==> src/rtl/tank_pump_ctrl.sv <==
// rtl/tank_pump_ctrl.sv - probe debounce, thermometer level and fill-pump FSM with dry-run fault
// Optional fill counter output enabled by defining TANK_PUMP_STATS_EN.
module tank_pump_ctrl #(
  parameter int DEBOUNCE_CYC = 500000,
  parameter int LOW_LVL      = 1,
  parameter int HIGH_LVL     = 4,
  parameter int MAX_RUN_CYC  = 50000000,
  parameter int COOLDOWN_CYC = 5000000
) (
  input  logic       clk,
  input  logic       rst_n,
  input  logic [4:0] wet_i,
  input  logic       enable_i,
  input  logic       clear_i,
  output logic       pump_o,
  output logic       fault_o,
  output logic [2:0] level_o,
  output logic       incoh_o,
  output logic [1:0] state_o
`ifdef TANK_PUMP_STATS_EN
  ,
  output logic [15:0] fill_count_o
`endif
);

  localparam int DB_W  = $clog2(DEBOUNCE_CYC);
  localparam int RUN_W = (MAX_RUN_CYC > 1) ? $clog2(MAX_RUN_CYC) : 1;
  localparam int CD_W  = (COOLDOWN_CYC > 1) ? $clog2(COOLDOWN_CYC) : 1;
  localparam logic [DB_W-1:0]  DB_LAST  = DB_W'(DEBOUNCE_CYC - 1);
  localparam logic [RUN_W-1:0] RUN_LAST = RUN_W'(MAX_RUN_CYC - 1);
  localparam logic [CD_W-1:0]  CD_LAST  = CD_W'(COOLDOWN_CYC - 1);

  typedef enum logic [1:0] {
    IDLE     = 2'd0,
    FILL     = 2'd1,
    COOLDOWN = 2'd2,
    FAULT    = 2'd3
  } state_e;

  state_e                     state_q, state_d;
  logic [4:0]                 sync1_q, sync2_q;
  logic [4:0]                 stable_q, stable_d;
  logic [4:0][DB_W-1:0]       db_cnt_q, db_cnt_d;
  logic [2:0]                 level_q, level_d, level_prev_q;
  logic                       incoh_q, incoh_d;
  logic                       run_ok;
  logic                       lvl_inc;
  logic [RUN_W-1:0]           run_cnt_q, run_cnt_d;
  logic [CD_W-1:0]            cd_cnt_q, cd_cnt_d;

  always_comb begin
    stable_d = stable_q;
    db_cnt_d = db_cnt_q;
    for (int i = 0; i < 5; i++) begin
      if (sync2_q[i] == stable_q[i]) begin
        db_cnt_d[i] = '0;
      end else if (db_cnt_q[i] == DB_LAST) begin
        stable_d[i] = sync2_q[i];
        db_cnt_d[i] = '0;
      end else begin
        db_cnt_d[i] = db_cnt_q[i] + DB_W'(1);
      end
    end
  end

  // A wet probe seen after the first dry one breaks the thermometer code.
  always_comb begin
    level_d = 3'd0;
    incoh_d = 1'b0;
    run_ok  = 1'b1;
    for (int i = 0; i < 5; i++) begin
      if (stable_q[i]) begin
        if (run_ok) level_d = level_d + 3'd1;
        else        incoh_d = 1'b1;
      end else begin
        run_ok = 1'b0;
      end
    end
  end

  assign lvl_inc = (level_q > level_prev_q);

  // A level rise on the terminal count clears the run counter, so it is not a timeout.
  always_comb begin
    state_d = state_q;
    unique case (state_q)
      IDLE:     if (enable_i && !incoh_q && level_q <= 3'(LOW_LVL)) state_d = FILL;
      FILL: begin
        if (incoh_q || (run_cnt_q == RUN_LAST && !lvl_inc))  state_d = FAULT;
        else if (level_q >= 3'(HIGH_LVL) || !enable_i)       state_d = COOLDOWN;
      end
      COOLDOWN: if (cd_cnt_q == CD_LAST)                      state_d = IDLE;
      FAULT:    if (clear_i && !incoh_q)                      state_d = IDLE;
      default:                                                state_d = IDLE;
    endcase
  end

  assign run_cnt_d = (state_q == FILL && !lvl_inc) ? run_cnt_q + RUN_W'(1) : '0;
  assign cd_cnt_d  = (state_q == COOLDOWN) ? cd_cnt_q + CD_W'(1) : '0;

  always_ff @(posedge clk or negedge rst_n) begin
    if (!rst_n) begin
      sync1_q      <= '0;
      sync2_q      <= '0;
      stable_q     <= '0;
      db_cnt_q     <= '0;
      level_q      <= '0;
      level_prev_q <= '0;
      incoh_q      <= 1'b0;
      run_cnt_q    <= '0;
      cd_cnt_q     <= '0;
      state_q      <= IDLE;
    end else begin
      sync1_q      <= wet_i;
      sync2_q      <= sync1_q;
      stable_q     <= stable_d;
      db_cnt_q     <= db_cnt_d;
      level_q      <= level_d;
      level_prev_q <= level_q;
      incoh_q      <= incoh_d;
      run_cnt_q    <= run_cnt_d;
      cd_cnt_q     <= cd_cnt_d;
      state_q      <= state_d;
    end
  end

  assign pump_o  = (state_q == FILL);
  assign fault_o = (state_q == FAULT);
  assign level_o = level_q;
  assign incoh_o = incoh_q;
  assign state_o = state_q;

`ifdef TANK_PUMP_STATS_EN
  logic [15:0] fill_cnt_q, fill_cnt_d;

  always_comb begin
    fill_cnt_d = fill_cnt_q;
    if (clear_i)
      fill_cnt_d = 16'd0;
    else if (state_q == IDLE && state_d == FILL && fill_cnt_q != 16'hFFFF)
      fill_cnt_d = fill_cnt_q + 16'd1;
  end

  always_ff @(posedge clk or negedge rst_n) begin
    if (!rst_n) fill_cnt_q <= 16'd0;
    else        fill_cnt_q <= fill_cnt_d;
  end

  assign fill_count_o = fill_cnt_q;
`endif

endmodule

==> config.mk <==
export PLATFORM = sky130hd
export DESIGN_NAME = tank_pump_ctrl
export DESIGN_NICKNAME = d
export VERILOG_FILES = /design/src/rtl/tank_pump_ctrl.sv
export SDC_FILE = /design/constraint.sdc
export NUM_CORES = 1
export LEC_CHECK = 0
export BUFFER_PORTS_ARGS = -buffer_cell sky130_fd_sc_hd__buf_2
export CORE_MARGIN = 8
export CORE_UTILIZATION = 30
export DETAILED_ROUTE_END_ITERATION = 10
export PLACE_DENSITY = 0.43
export SLEW_MARGIN = 20
export SYNTH_ARGS = -nofsm -noshare
export SYNTH_HDL_FRONTEND = slang
export SYNTH_SLANG_ARGS = --single-unit
export TNS_END_PERCENT = 30
==> constraint.sdc <==
create_clock -name clk -period 2.2 [get_ports clk]
set_input_delay 0.11 -clock clk [delete_from_list [all_inputs] [get_ports clk]]
set_output_delay 0.11 -clock clk [all_outputs]
set_load 0.005 [all_outputs]
# Yosys cells after proc, flatten, opt, wreduce, memory -nomap -nowiden

Cells that the tools add are included.

Bits of input ports: 9
Bits in registers: 168

Bitwise operators: 5
Equal/unequal tests: 19
$add $sub $neg: 11
Reduce and logical (&&, ||, !) cells: 17
Multiplexer cells: 39
$lt $le $gt $ge: 3

Operators with widths:

| cell                    | count |
|---|---|
| $mux W19                | 10 |
| $add A19 B1 Y19 const B | 5 |
| $eq A19 B19 Y1 const B  | 5 |
| $add A26 B1 Y26 const B | 1 |
| $eq A26 B26 Y1 const B  | 1 |
| $mux W26                | 1 |
| $mux W3                 | 8 |
| $add A23 B1 Y23 const B | 1 |
| $eq A23 B23 Y1 const B  | 1 |
| $mux W23                | 1 |
| $mux W1                 | 13 |
| $add A3 B1 Y3 const B   | 4 |
| $mux W2                 | 5 |
| $reduce_and A2 Y1       | 5 |
| $pmux W2 S4             | 1 |
| $eq A1 B1 Y1            | 5 |
| $logic_and A1 B1 Y1     | 5 |
| $not A1 Y1              | 5 |
| $eq A2 B2 Y1 const B    | 2 |
| $ne A2 B2 Y1 const B    | 2 |
| $reduce_and A4 Y1       | 1 |
| $ge A3 B3 Y1 const B    | 1 |
| $gt A3 B3 Y1            | 1 |
| $le A3 B1 Y1 const B    | 1 |
| 6 further kinds         | 9 |

# Logic depth before layout (Yosys ltp)

Gate-level depths: netlist (run 1).

Depth after elaboration: 13
Mapped depth: 8
Depth with buffers taken out: 8

# Worst setup path before layout (run 1)

OpenSTA, ideal clock, no wires.

Path type: reg-to-reg
Start: register db_cnt_q[0] (netlist bit)
End: register db_cnt_q[13] (netlist bit)
Clock period less this slack: 1.803 ns
Required time: 2.081 ns
Data arrival time: 1.684 ns
Cell stages (with the launch flop): 9
Path slack: 0.397 ns
Library setup time: 0.119 ns
Cell sequence: dfrtp_1 > ha_1 > and4_1 > nand2_1 > nor4_1 > or2_1 > buf_4 > buf_6 > nor2_1

RTL lines:

| element                  | RTL line | source |
|---|---|---|
| start: declaration       | 43       | `logic [4:0][DB_W-1:0] db_cnt_q, db_cnt_d;` |
| start signal: assignment | 117      | `db_cnt_q <= db_cnt_d;` |

==> results of run 1 <==
[per-layer routing]
metal,up-vias,share of wire (%),global-route usage (%)
met2,52,44,15.7
li1,2724,-,-
met1,2617,52,14.0
met3,11,3.0,2.67
met4,0,1.1,3.31
met5,-,0,0
[flip-flops by register name, summed over array words and instances, names as in the netlist]
signal,flops
cd_cnt_q,23
db_cnt_q,95
incoh_o,1
level_o,3
level_prev_q,3
run_cnt_q,26
stable_q,5
state_o,2
sync1_q,5
sync2_q,5
[layout by cell type, fill, tap and decap left out, drive strengths merged, types with 13 or more instances in the layout]
| cell | n |
|---|---|
| xnor2 | 60 |
| nand2 | 49 |
| nand3 | 54 |
| buf | 31 |
| inv | 33 |
| nor3 | 19 |
| xor2 | 74 |
| dfrtp | 168 |
| and4 | 13 |
| nand4 | 31 |
| nor4 | 17 |
| clkbuf | 17 |
| nor2 | 173 |
[critical path, stage by stage (launching register included)]
cell	delay, ns
sky130_fd_sc_hd__dfrtp_1	0.39
sky130_fd_sc_hd__ha_1	0.23
sky130_fd_sc_hd__and4_1	0.33
sky130_fd_sc_hd__nand2_1	0.10
sky130_fd_sc_hd__nor4_1	0.41
sky130_fd_sc_hd__or2_1	0.20
sky130_fd_sc_hd__buf_12	0.16
sky130_fd_sc_hd__nor2_1	0.05
[cell families (layout without fill, tap and decap cells)]
kind of cell / after synthesis / count (layout)
flip-flops: 168 / 168
AO/OA/AOI/OAI: 16 / 16
multiplexers: 7 / 7
XOR/XNOR: 134 / 134
adder cells (fa/ha/maj): 12 / 12
buffers and inverters: 42 / 94
AND/OR/NAND/NOR: 411 / 411
[path summary, 6_finish.rpt]
path / startpoint / slack (ns) / cells past startpoint / endpoint
max in group asynchronous: rst_n / 1.35 / 3 / db_cnt_q[86]
min in group asynchronous: rst_n / 0.18 / 2 / run_cnt_q[14]
setup / recovery: db_cnt_q[0] / 0.22 / 7 / db_cnt_q[15]
setup reg to reg: db_cnt_q[0] / 0.22 / 7 / db_cnt_q[15]
hold / removal: clear_i / 0.03 / 4 / state_o[0]
hold reg to reg: sync1_q[3] / 0.36 / 0 / sync2_q[3]
[where the power goes]
group | switching, uW | internal [uW] | leakage, uW | total, uW
Combinational | 319 | 175 | 0.00126 | 494
Clock | 1390 | 1490 | 0.000261 | 2880
Sequential | 80.9 | 3160 | 0.00231 | 3240
Total | 1790 | 4830 | 0.00383 | 6620
[through the flow]
stage	utilization [%]	cell area (um2)	cells	hold slack, ns	total power (uW)
final	35.1	9150	1177	0.0280	6620
after global routing	35.1	9150	1177	0.0328	6970
after CTS	35.1	9150	1177	0.00156	6770
after detailed placement	32.7	8520	1139	0.0906	3810
after global placement	32.7	8520	1139	0.0971	3820
after floorplan	-	7970	790	-0.186	3570
[final cells by class]
| cell class | count | area [um2] |
|---|---|---|
| inverter | 25 | 93.8 |
| tap | 335 | 419 |
| clock inverter | 15 | 135 |
| clock buffer | 17 | 425 |
| sequential | 168 | 4200 |
| timing repair buffer | 37 | 297 |
| multi-input combinational | 580 | 3570 |
| fill | 2662 | 16900 |
[what timing repair did]
item	CTS	global route
hold buffers	6	0
setup endpoints to repair	0	0
hold endpoints to repair	52	0
==> run summary, run 1 <==
The flow ran to the end, and the final reports show no timing, DRC or antenna violations. Counting distinct cell types in the post-synthesis netlist gives 44. In the synthesized netlist, mux cells make up 0.974% of the area.

The synthesized-area fraction occupied by ao, oa, aoi and oai cells was 1.60%. Most repeated cell in the gate-level netlist after synthesis: sky130_fd_sc_hd__nor2_1. The cell area power density was 724 mW/mm2. At the end of routability-driven placement, the weighted congestion stood at 0.745. TritonCTS built the clock tree. The overall die height was 179 um; the wire length reported by the detailed router was 15.1 mm. For this block, the initial DRC count from the detailed router was 322.

The mapped netlist covers 0.00797 mm2. Of the total synthesized cell area, the portion taken by AND, OR, NAND and NOR gates is 25.6%. The via-per-instance ratio was 4.59.

The worst path needs 1.98 ns of the cycle, external delays included. In the synthesized netlist the dominant register cell turns out to be sky130_fd_sc_hd__dfrtp_1. The pre-antenna-repair detailed-routing pass consisted of 4 iterations. Derived from the worst setup path, the maximum achievable clock frequency is 0.504 GHz.

The post-detailed-placement half-perimeter wirelength is 10.1 mm, and the final-stage net count is 850. The run gives 811 as the net count of the mapped netlist. For the post-detailed-route count of antenna-violating nets, the log shows 0. CTS saw 168 sinks.

The root cell of the clock tree is sky130_fd_sc_hd__clkbuf_16. Global routing used 10.3% of the available tracks across all layers. The die covers 0.0320 mm2.

For the top-level I/O count, the log shows 17. After detailed routing, the average wire length per cell comes to 12.9 um. The headroom to the max-slew limit was 63.8%; the number of global-route vias before repair was 5440.

The share of cells above drive strength 1 was 9.98%. The startpoint-to-endpoint class of the critical path is reg2reg. The tools report the maximum vdd drop as 0.000503 V.

Row generation in the floorplan step produced 59 rows. Setup repair after global routing left no endpoint under its margin. In the finished design, the share of the clock period the worst path needs comes to 90.2%. The synthesized design contains 168 register bits.

Along the worst path, the maximum fanout reaches 18. The tools report the leakage power figure as 0.00383 uW. The tools report the initial core utilization as 30.6%.

The layout overhead on the synthesized area came out at 14.8%. Adding up every negative setup slack in the final design gives 0 ns. The number of buffers created by CTS was 17; the adder-cell area share of the yosys netlist was 1.88%. The run gives 0 as the number of pins with negative max-slew slack in the final report. The tools report the clock latency of the later-clocked register in the worst-skew pair as 0.43 ns. The number of antenna cells inserted is 0, and the count of input and output buffers is 16. First-pass GRT wire length: 26.8 mm. The largest total area in the synthesized netlist belongs to sky130_fd_sc_hd__dfrtp_1. Clock skew on the completed layout was measured at 0.0117 ns. The tool flagged a number of max-cap violations equal to 0.

For the count of final hold-check violations, the log shows 0. In this run, post-CTS repair resized a total of 0 instances. The initial antenna violation count is 0, and the total number of vias is 5404. The number of synthesized flops with an enable pin is 0. For the share of synthesized area occupied by flip-flops and latches, the log shows 52.8%.

In the routed design, unresolved DRC markers number 0. The number of buffers on the longest clock path was 2; the smallest setup slack after layout was 0.215 ns. The worst slack after detailed placement came out at 0.212 ns. STA classifies the critical path startpoint as a flop. STA classifies the critical path endpoint as a flop. The tools report the required time of the worst setup path as 2.52 ns. The floorplan step set the die width to 179 um. Mean cell area of the mapped netlist: 10.1 um2. The run gives 0 as the final setup violation count.

The commonest cells after synthesis are sky130_fd_sc_hd__nor2_1, sky130_fd_sc_hd__dfrtp_1, sky130_fd_sc_hd__xor2_1. For this run, the number of Yosys warnings is 0. The synthesized netlist devotes 14.7% of its cell area to XOR and XNOR gates. In the post-synthesis netlist, the biggest area contributors are sky130_fd_sc_hd__dfrtp_1, sky130_fd_sc_hd__nor2_1, sky130_fd_sc_hd__xor2_1, sky130_fd_sc_hd__xnor2_1, sky130_fd_sc_hd__nand3_1. Entering global routing, the biggest net connects 54 pins. In this run the worst hold path is classified as in2reg. The core area is 0.0261 mm2. The H-tree was split into 4 levels. The clock-pin transition on the worst setup and hold timing paths works out to 0.08 ns. The transition at the pin with the smallest max-transition slack is 0.538 ns, and the number of buffers added for setup after CTS is 0. The combinational family with the most area after synthesis is simple AND/OR/NAND/NOR gates.

The run gives 0 as the residual overflow from global routing. The share of the synthesized area in the top cell type is 52.8%, and the fraction of registers with async set or reset after synthesis is 100%. STA puts the critical path data arrival time at 2.31 ns.

Synthesis handed over a netlist of 790 instances.
Note: power is estimated with default switching activity, not from simulation.
==> run 2: changes to the inputs <==
Settings changed: ABC_AREA set to 1, BUFFER_PORTS_ARGS -buffer_cell sky130_fd_sc_hd__buf_2 to unset, DONT_BUFFER_PORTS set to 1, GPL_TIMING_DRIVEN set to 0.
==> run summary, run 2 <==
In this run the critical register-to-register path is captured at run_cnt_q[14]. The fraction of the cycle the final worst path needs came out at 90.7% (+0.51 points). The maximum level of the CTS H-tree was 4 (unchanged). Layer with the highest usage: met2. In this design, the critical path's most frequently occurring cell is sky130_fd_sc_hd__nand2_1. The overall die height was 190 um (+6.2%). Ranked by instance count, the synthesized netlist is headed by sky130_fd_sc_hd__nor2_1, sky130_fd_sc_hd__nand2_1, sky130_fd_sc_hd__dfrtp_1.

Top-level I/O count: 17 (unchanged). The maximum vdd drop came out at 0.000564 V (+12%). The count of final hold-check violations was 168 (+168); the total buffers and inverters traversed by the critical path was 1 (unchanged). The share of cells above drive strength 1 works out to 10.3% (+0.28 points). The worst hold-check slack was -0.640 ns (-0.668 ns); the worst slack after detailed placement was 0.191 ns (-0.0206 ns). The run gives 370 (+15%) as the first-iteration detailed-routing DRC count. For the number of distinct library cells after synthesis, the log shows 42 (-4.5%). The startpoint type of the worst setup path is a flop. The run gives 1143 (+45%) as the gate count after technology mapping.

Yosys attributes the largest share of cell area to sky130_fd_sc_hd__dfrtp_1, sky130_fd_sc_hd__nor2_1, sky130_fd_sc_hd__nand2_1, sky130_fd_sc_hd__inv_1, sky130_fd_sc_hd__nand3_1. The tools report the count of instances resized after the clock tree is built as 0 (unchanged). Setup repair after global routing left no endpoint under its margin. The initial core utilization is 30.6% (+0.038 points), and the area used by multi-input combinational logic is 0.00423 mm2 (+18%). The tools report the wire length reported by the detailed router as 20.4 mm (+35%).

The most repeated cell in the gate-level netlist after synthesis was sky130_fd_sc_hd__nor2_1. For the pin count of the biggest net entering global routing, the log shows 169 (+210%). The transition at the pin with the smallest max-transition slack is 0.556 ns (+0.0174 ns), and the total number of vias is 7195 (+33%). The logs give 0 (unchanged) for the detailed-route DRC error count and 0.00910 mm2 (+14%) for the cell area after synthesis. The prevailing post-synth register cell is sky130_fd_sc_hd__dfrtp_1. The run finished, with violations left.

The sequential cell area was 0.00420 mm2 (unchanged); the clock-pin transition on the worst setup and hold timing paths was 0.07 ns (about the same). The layout overhead on the synthesized area was 12.4%. The minimum clock period after layout works out to 2.00 ns (+0.0113 ns). Smallest setup slack after layout: 0.204 ns (-0.0113 ns).

The slowest cell on the critical path was sky130_fd_sc_hd__dfrtp_1. Die width: 190 um (+6.2%). The run gives 0.00431 uW (+12%) as the leakage power figure.

The logic depth of the worst register-to-register path came out at 8 (+1). First-pass GRT wire length: 35.7 mm (+33%). The routing usage on met3 was 2.58% (-0.093 points). The met1 capacity usage during global routing was 16.1% (+2.1 points); the synthesis-stage register bit count was 168 (unchanged). The tools report the share of synthesized area occupied by flip-flops and latches as 46.2% (-6.6 points). The full die area was 0.0361 mm2 (+13%). Leaving out fill and tap cells, the most frequent cell in the layout is sky130_fd_sc_hd__nor2_1. The register-to-register path setup slack is 0.20 ns (about the same), and the fill cell total of the finished layout is 3099 (+16%). The number of clock sinks is 168 (unchanged). The worst setup path is captured at a flop. The logs give 0.0102 mm2 (+12%) for the final non-filler cell area and 0.44 ns (about the same) for the clock latency of the later-clocked register in the worst-skew pair.

The final routed wire length divided by cell count came out at 13.0 um (+1.1%). The logs give 2 (unchanged) for the number of buffers on the longest clock path and 0 (unchanged) for the post-detailed-route count of antenna-violating nets. The final-stage net count is 1188 (+40%). The path class of the tightest hold or removal check is in2async. The worst register-to-register path begins at level_o[2]. The run gives 5 (-1) as the hold buffer count at CTS.

The tools report the residual overflow from global routing as 0 (unchanged). TritonCTS built the clock tree. The tools report the number of iterations in the first detailed-routing pass as 7 (+3).

Leaving out fill and tap cells, the most frequent cells in the layout are sky130_fd_sc_hd__nor2_1, sky130_fd_sc_hd__nand2_1, sky130_fd_sc_hd__dfrtp_1, sky130_fd_sc_hd__inv_1, sky130_fd_sc_hd__nand3_1. The largest clock skew in the final design was 0.0105 ns (-0.00121 ns). The signal on the critical path passes through ha_1 -> a21oi_1 -> nand2_1 -> nand2_1 -> nand2_1 -> inv_2 -> o21ai_0 -> a21oi_1. For the total negative slack, the log shows 0 ns (unchanged).

The register with the most flip-flops in the final layout is db_cnt_q. Post-placement cell area: 0.00958 mm2 (+12%). The post-detailed-placement half-perimeter wirelength is 14.4 mm (+43%), and the number of pins with negative max-slew slack in the final report is 0 (unchanged).

The tools report the achievable frequency as 0.501 GHz (-0.57%). The cell area power density works out to 666 mW/mm2 (-7.9%). The final reports fail on negative hold slack. The fraction of registers with async set or reset after synthesis was 100% (unchanged).

The total global-route track usage was 12.0% (+1.7 points); the number of antenna cells inserted was 0 (unchanged). The headroom to the max-slew limit came out at 63.0% (-0.89 points). The maximum fanout along the worst path came out at 9 (-9). The tools report the routability congestion estimate as 0.822 (+10%). The startpoint-to-endpoint class of the critical path is reg2reg. The largest registers in the layout are db_cnt_q (95), run_cnt_q (26), cd_cnt_q (23).

The required time of the worst setup path was 2.56 ns (+0.04 ns). The root cell of the clock tree was sky130_fd_sc_hd__clkbuf_16. The flip-flop count of the largest register after layout came out at 95 (unchanged). The tools report the core area as 0.0297 mm2 (+14%). The cell family contributing the most delay on the critical path is simple AND/OR/NAND/NOR gates. The count of input and output buffers works out to 0 (-16).

The number of global-route vias before repair came out at 7240 (+33%). The max-cap violation count was 0 (unchanged); the number of warnings reported in the yosys synthesis log was 0 (unchanged). The via-per-instance ratio works out to 4.58 (-0.19%). The share of the synthesized area in the top cell type works out to 46.2% (-6.6 points).

The initial antenna violation count was 2 (+2). The final setup violation count is 0 (unchanged), and the mean cell area of the mapped netlist is 7.96 um2 (-21%). For the met2 layer usage reported by global route, the log shows 19.1% (+3.5 points).

The highest cell delay on the worst timing path came out at 0.44 ns (+0.03 ns). The number of buffers created by CTS is 17 (unchanged), and the number of synthesized flops with an enable pin is 0 (unchanged). The row count is 63 (+6.8%). The net count of the mapped netlist was 1164 (+44%). The biggest area contributor in the post-synthesis netlist is sky130_fd_sc_hd__dfrtp_1. The signal arrival time at the worst endpoint was 2.36 ns (+0.05 ns).
run 2: cell count changes in the layout (fill, tap and decap cells not counted), moves of 15 or more:
cell	delta
sky130_fd_sc_hd__nor2_1	+28
sky130_fd_sc_hd__xnor2_1	-55
sky130_fd_sc_hd__o21ai_0	+28
sky130_fd_sc_hd__nor2_4	+15
sky130_fd_sc_hd__a21oi_1	+32
sky130_fd_sc_hd__inv_1	+137
sky130_fd_sc_hd__nand2_2	+16
sky130_fd_sc_hd__nand3_1	+20
sky130_fd_sc_hd__xor2_1	-33
sky130_fd_sc_hd__nor3_1	+31
sky130_fd_sc_hd__nand2_1	+137
run 2: worst max-delay path by stage:
stage,to,depth (start not counted),slack (ns),start
final,run_cnt_q[14],8,0.20,level_o[2]
after global routing,run_cnt_q[18],8,0.03,level_o[2]
after CTS,run_cnt_q[25],8,0.18,level_o[0]
after detailed placement,run_cnt_q[14],8,0.19,level_o[2]
after global placement,run_cnt_q[5],8,0.23,level_o[0]
after floorplan,level_o[1],7,0.51,stable_q[1]
run 2: final cells by class:
type / count / area share [%]
multi-input cells: 801 / 41.4
inverters: 167 / 6.13
repair buffers: 5 / 0.489
clock buffers: 17 / 4.16
clock inverters: 15 / 1.63
well taps: 390 / 4.77
plain buffers: 7 / 0.343
flip-flops and latches: 168 / 41.1
run 2: what timing repair did:
item | 4_1_cts | 5_1_grt
buffers inserted | 0 | 0
setup endpoints to repair | 0 | 0
endpoints found under the hold margin | 173 | 168
run 2: cells by family after synthesis:
group | count (synthesis) | share of synthesized area (%)
DFF | 168 | 46.2
AOI/OAI and AO/OA | 94 | 5.74
buffers and inverters | 174 | 7.28
adders and majority gates | 12 | 1.65
xor gates and xnor gates | 46 | 4.43
and+or+nand+nor | 649 | 34.7
run 2: stage by stage:
| step | cells | power (uW) | util (%) |
|---|---|---|---|
| floorplan | 1143 | 3650 | - |
| global placement | 1533 | 3800 | 32.3 |
| detailed placement | 1533 | 3810 | 32.3 |
| CTS | 1570 | 6960 | 34.4 |
| global route | 1570 | 7170 | 34.4 |
| finish | 1570 | 6810 | 34.4 |
run 2: layer usage:
layer	wire, um	vias up
met5	0	-
met4	231	0
met3	673	15
met2	9310	69
met1	10200	3368
li1	-	3743
run 2: power by group:
part           internal (uW)  switching (uW)  leakage (uW)
Combinational            142             355       0.00171
Sequential              3170            82.2       0.00231
Clock                   1700            1370      0.000293
